<file path="src/rtl/parking_kp_pkg.sv">
// parking_kp_pkg: shared types, sizes and column decode for the keypad scanner
package parking_kp_pkg;
  localparam int KP_ROWS = 4;
  localparam int KP_COLS = 4;
  typedef enum logic [1:0] {SCAN, CONFIRM, RELEASE} kp_state_t;
  typedef struct packed {
    logic       single;
    logic [1:0] idx;
  } kp_col_t;
  // A column sample is "single" when exactly one line is pulled low; idx names that line
  function automatic kp_col_t kp_col_index(input logic [KP_COLS-1:0] col);
    kp_col_t res;
    res.single = 1'b0;
    res.idx = 2'd0;
    for (int i = 0; i < KP_COLS; i++)
      if (col == ~(4'(1) << i)) begin
        res.single = 1'b1;
        res.idx = 2'(i);
      end
    return res;
  endfunction
endpackage

</file>
<file path="src/rtl/parking_keypad_scanner_slot_timer.sv">
// kp_slot_timer: free-running row-slot counter, tick on the last cycle of each slot
module kp_slot_timer #(
  parameter int SCAN_DIV = 1000
) (
  input  logic clk,
  input  logic rst_n,
  output logic tick
);
  localparam int W = $clog2(SCAN_DIV);
  logic [W-1:0] count;
  assign tick = count == W'(SCAN_DIV - 1);
  // Count 0..SCAN_DIV-1 and wrap, regardless of scanner state
  always_ff @(posedge clk or negedge rst_n)
    if (!rst_n) count <= '0;
    else count <= tick ? '0 : count + 1'b1;
endmodule

</file>
<file path="src/rtl/parking_keypad_scanner.sv">
// parking_keypad_scanner: 4x4 keypad row scan, debounce and one-key holding register
module parking_keypad_scanner
  import parking_kp_pkg::*;
#(
  parameter int SCAN_DIV = 1000,
  parameter int DEBOUNCE = 8
) (
  input  logic               clk,
  input  logic               rst_n,
  input  logic [KP_COLS-1:0] col_in,
  output logic [KP_ROWS-1:0] row_sel,
  output logic [3:0]         key_code,
  output logic               key_valid,
  input  logic               key_ready,
  output logic               key_drop,
  output logic               key_down
);
  localparam int CW = $clog2(DEBOUNCE + 1);
  logic [KP_COLS-1:0] col_m, col_s;
  logic               tick, hit, accept;
  kp_state_t          state;
  logic [1:0]         r, nr, cand;
  logic [CW-1:0]      cnt, cnt_rel;
  kp_col_t            samp;

  kp_slot_timer #(.SCAN_DIV(SCAN_DIV)) u_timer (
    .clk  (clk),
    .rst_n(rst_n),
    .tick (tick)
  );

  // Two-flop synchronizer; idle keypad reads all ones
  always_ff @(posedge clk or negedge rst_n)
    if (!rst_n) {col_m, col_s} <= {8'hFF};
    else {col_m, col_s} <= {col_in, col_m};

  // Decode the current sample and decide whether this tick completes a press
  always_comb begin
    samp = kp_col_index(col_s);
    nr = r + 2'd1;
    hit = samp.single & (state == SCAN || samp.idx == cand);
    accept = tick & hit & ((state == SCAN && DEBOUNCE == 1) ||
                           (state == CONFIRM && cnt == CW'(DEBOUNCE - 1)));
    cnt_rel = col_s == 4'hF ? (cnt == CW'(DEBOUNCE) ? cnt : cnt + 1'b1) : '0;
  end

  // Scan/confirm/release sequencing; release counting restarts from zero on acceptance
  always_ff @(posedge clk or negedge rst_n)
    if (!rst_n) begin
      state <= SCAN;
      r <= 2'd0;
      row_sel <= 4'b1110;
      cnt <= '0;
      cand <= 2'd0;
      key_down <= 1'b0;
    end else if (tick) begin
      case (state)
        SCAN:
          if (samp.single) begin
            cand <= samp.idx;
            cnt <= accept ? '0 : CW'(1);
            state <= accept ? RELEASE : CONFIRM;
            key_down <= accept;
          end else begin
            r <= nr;
            row_sel <= ~(4'b0001 << nr);
          end
        CONFIRM:
          if (!hit) begin
            state <= SCAN;
            r <= nr;
            row_sel <= ~(4'b0001 << nr);
          end else if (accept) begin
            state <= RELEASE;
            cnt <= '0;
            key_down <= 1'b1;
          end else cnt <= cnt + 1'b1;
        RELEASE:
          if (cnt_rel == CW'(DEBOUNCE)) begin
            state <= SCAN;
            cnt <= '0;
            key_down <= 1'b0;
            r <= nr;
            row_sel <= ~(4'b0001 << nr);
          end else cnt <= cnt_rel;
        default: state <= SCAN;
      endcase
    end

  // One-entry holding register with valid/ready handshake and drop pulse
  always_ff @(posedge clk or negedge rst_n)
    if (!rst_n) begin
      key_code <= 4'd0;
      key_valid <= 1'b0;
      key_drop <= 1'b0;
    end else begin
      key_drop <= accept & key_valid & ~key_ready;
      if (accept & (~key_valid | key_ready)) begin
        key_code <= {r, samp.idx};
        key_valid <= 1'b1;
      end else if (key_ready) key_valid <= 1'b0;
    end
endmodule

</file>
<file path="config.mk">
export PLATFORM = sky130hd
export DESIGN_NAME = parking_keypad_scanner
export DESIGN_NICKNAME = d
export VERILOG_FILES = /design/src/rtl/parking_kp_pkg.sv /design/src/rtl/parking_keypad_scanner_slot_timer.sv /design/src/rtl/parking_keypad_scanner.sv
export SDC_FILE = /design/constraint.sdc
export NUM_CORES = 1
export LEC_CHECK = 0
export CAP_MARGIN = 20
export CORE_UTILIZATION = 30
export DETAILED_ROUTE_END_ITERATION = 8
export HOLD_SLACK_MARGIN = 0.05
export PLACE_DENSITY_LB_ADDON = 0.1
export REMOVE_ABC_BUFFERS = 1
export SLEW_MARGIN = 10
export SYNTH_ARGS = -nofsm -noshare
export SYNTH_HDL_FRONTEND = slang
export SYNTH_SLANG_ARGS = --single-unit
</file>
<file path="constraint.sdc">
create_clock -name clk -period 2.7 [get_ports clk]
set_input_delay 0.27 -clock clk [delete_from_list [all_inputs] [get_ports clk]]
set_output_delay 0.27 -clock clk [all_outputs]
set_load 0.005 [all_outputs]
</file>
==> flow_summary.ini <==
[timing]
finalHoldWorstSlack_ps = 88.4
fmaxAchievable_mhz = 402
fin_setup_tns_ps = 0
slew_violations = 0
max_slew_margin_pct = 39.9
rsz0062_at_grt = no
setup-violations-final = 0
period_needed_ps = 2480
clock_skew_ps = 5.11
hold_violations = 0
worst_pin_slew_ps = 901
finalCritPeriodShare_pct = 92.0

[placement]
dp_hpwl_mm = 3.16
gp_congestion = 0.793
port_buffers = 17

[floorplanning]
core_um2 = 6910
rows = 30
die_x_um = 87.1
fp.dieH_um = 87.1
start_util_pct = 31.5
io_pins = 18
die-area_um2 = 7590

[clock_network]
ctsResizeCount = 0
cts_sinks = 39
cts_max_path_buffers = 2
cts_inserted_buffers = 5
cts_setup_buffers = 0
clkLatencyLatePin_ps = 300
path_clk_slew_ps = 90
cts_root_buf = clkbuf_8
h-tree-depth = 2
cts_hold_buf = 0
cts_tree = built

[status]
outcome = completed

[logic_synthesis]
ys_seq_elements = 39
ys_seq_area_share_pct = 45.5
synthesis.area_um2 = 2170
synth_cells = 203
netlist.area_leader.share_pct = 32.2
ys.flop_type = dfrtp_1
ys_warn_count = 0
synth.area.top_cells = dfrtp_1, dfstp_2, ha_1, mux2_2, inv_1
yosysTopAreaCell = dfrtp_1
syn_avg_cell_area_um2 = 10.7
synth_cell_types = 56
async_flop_share_pct = 100
synth_edf_count = 0

[critical_path]
cp_num_buf_inv = 0
slowest_delay_ps = 600
critical_path.top_delay_family = compound AO/OA/AOI/OAI gates
cp_data_arrival_time_ps = 2670
cp-start-kind = flop
cp.required_ps = 2890
crit_path_end_kind = flop
path_class = reg -> reg
crit_chain = or2b_1 > a21oi_1 > o21a_1 > o2111ai_1 > and2b_1 > mux2_2
crit_fanout = 8
crit_slowest_cell = dfstp_2

[global_route]
overflow = 0
track_usage_pct = 13.7
grt_max_degree = 40
antenna_found_initial = 0
first_global_vias = 1623
grt_first_pass_wirelength_mm = 8.02

[min_path]
hold_class = in -> async

[power_and_ir_drop]
leakage_nw = 1.14
power.density_nw_per_um2 = 481
vdd_drop_max_mv = 0.202
power_mw = 1.25

[layout]
fin_util_pct = 37.7
final.fill_count = 713
nets = 246
multi_input_area_um2 = 1110
regArea_um2 = 990
drive_gt1_share_pct = 18.0
n_antenna_cell = 0
areaGrowthSynthToFinish_pct = 19.9

[run]
cap_violations = 0

[route]
drc_errors = 0
firstDrtPassIters = 4
antenna_left = 0
wl_per_cell_um = 14.1
routed-via-count = 1559
drtIter0Drc = 130
wirelength_mm = 4.57
via_per_inst = 4.81
## cells by family (layout without fill, tap and decap cells)
family	after synthesis	count (layout)	synth area share [%]
multiplexers	13	13	6.79
AND/OR/NAND/NOR	72	72	19.7
flip-flops	39	39	45.5
adder cells (fa/ha/maj)	12	12	6.90
AO/OA/AOI/OAI	39	39	13.9
XOR/XNOR	9	9	3.63
buffers and inverters	19	44	3.51
## worst register-to-register path: stages, from the launching register on
cell and delay, ps:
dfstp_2 600, or2b_1 240, a21oi_1 230, o21a_1 340
o2111ai_1 260, and2b_1 360, mux2_2 350
## layer usage
layer / wire, um / GRT usage, % / vias up
met5: 0 / 0 / -
met3: 151 / 3.41 / 5
met2: 2020 / 21.0 / 29
li1: - / - / 779
met1: 2340 / 18.8 / 746
met4: 62 / 5.07 / 0
## layout by cell type, fill, tap and decap left out, drive strengths merged, types with 8 or more instances in the layout
cell type and n:
dfrtp 28, inv 17, clkdlybuf4s50 16, nor2 15, nand2 14, ha 12, dfstp 11, o21ai 8
nand3 8, mux2 8
## Yosys cell counts (2+ instances only)
cell	count
dfrtp_1	28
inv_1	16
nor2_1	15
nand2_1	13
ha_1	12
dfstp_2	11
o21ai_0	8
nand3_1	7
mux2_2	6
nor3_1	6
xor2_1	6
and3_1	5
mux2i_1	5
a21oi_1	4
nand2b_1	4
a211o_1	3
and2_1	3
o2111ai_1	3
xnor2_1	3
mux2_4	2
nor2b_1	2
o211ai_1	2
o21a_1	2
o221ai_1	2
o22ai_1	2
o31ai_1	2
or4_1	2
## through the flow
| step | std cells | instance area [um2] | setup WS (ps) |
|---|---|---|---|
| 2_1_floorplan | 200 | 2160 | 390 |
| 3_3_place_gp | 316 | 2470 | 181 |
| 3_5_place_dp | 316 | 2470 | 237 |
| 4_1_cts | 324 | 2610 | 208 |
| 5_1_grt | 324 | 2610 | 63.8 |
| 6_report | 324 | 2610 | 215 |
## flip-flops by register name (all words and copies together) (netlist names)
register and flops:
u_timer.count 10, cnt 4, col_m 4, col_s 4, key_code 4, row_sel 4
cand 2, r 2, state 2, key_down 1, key_drop 1, key_valid 1
## area by class of cell
type | instances | area share [%]
tap | 96 | 4.61
clock buffer | 5 | 2.64
inverter | 16 | 2.30
clock inverter | 3 | 2.74
multi-input combinational | 145 | 42.5
sequential | 39 | 38.0
timing repair buffer | 20 | 7.20
## power by group
group | internal, mW | switching [mW]
clock network | 0.376 | 0.240
logic | 0.0137 | 0.0228
registers | 0.595 | 0.00649
total | 0.984 | 0.269
## final timing paths
check / from / end / slack, ps / cells after the start
hold reg to reg: col_m[3] / col_s[3] / 360 / 0
min in group clk: col_m[3] / col_s[3] / 360 / 0
setup reg to reg: col_s[2] / key_code[3] / 220 / 6
setup / recovery: col_s[2] / key_code[3] / 220 / 6
max in group asynchronous: rst_n / cnt[2] / 2030 / 1
hold / removal: rst_n / u_timer.count[6] / 90 / 1
Note: power is estimated with default switching activity, not from simulation.
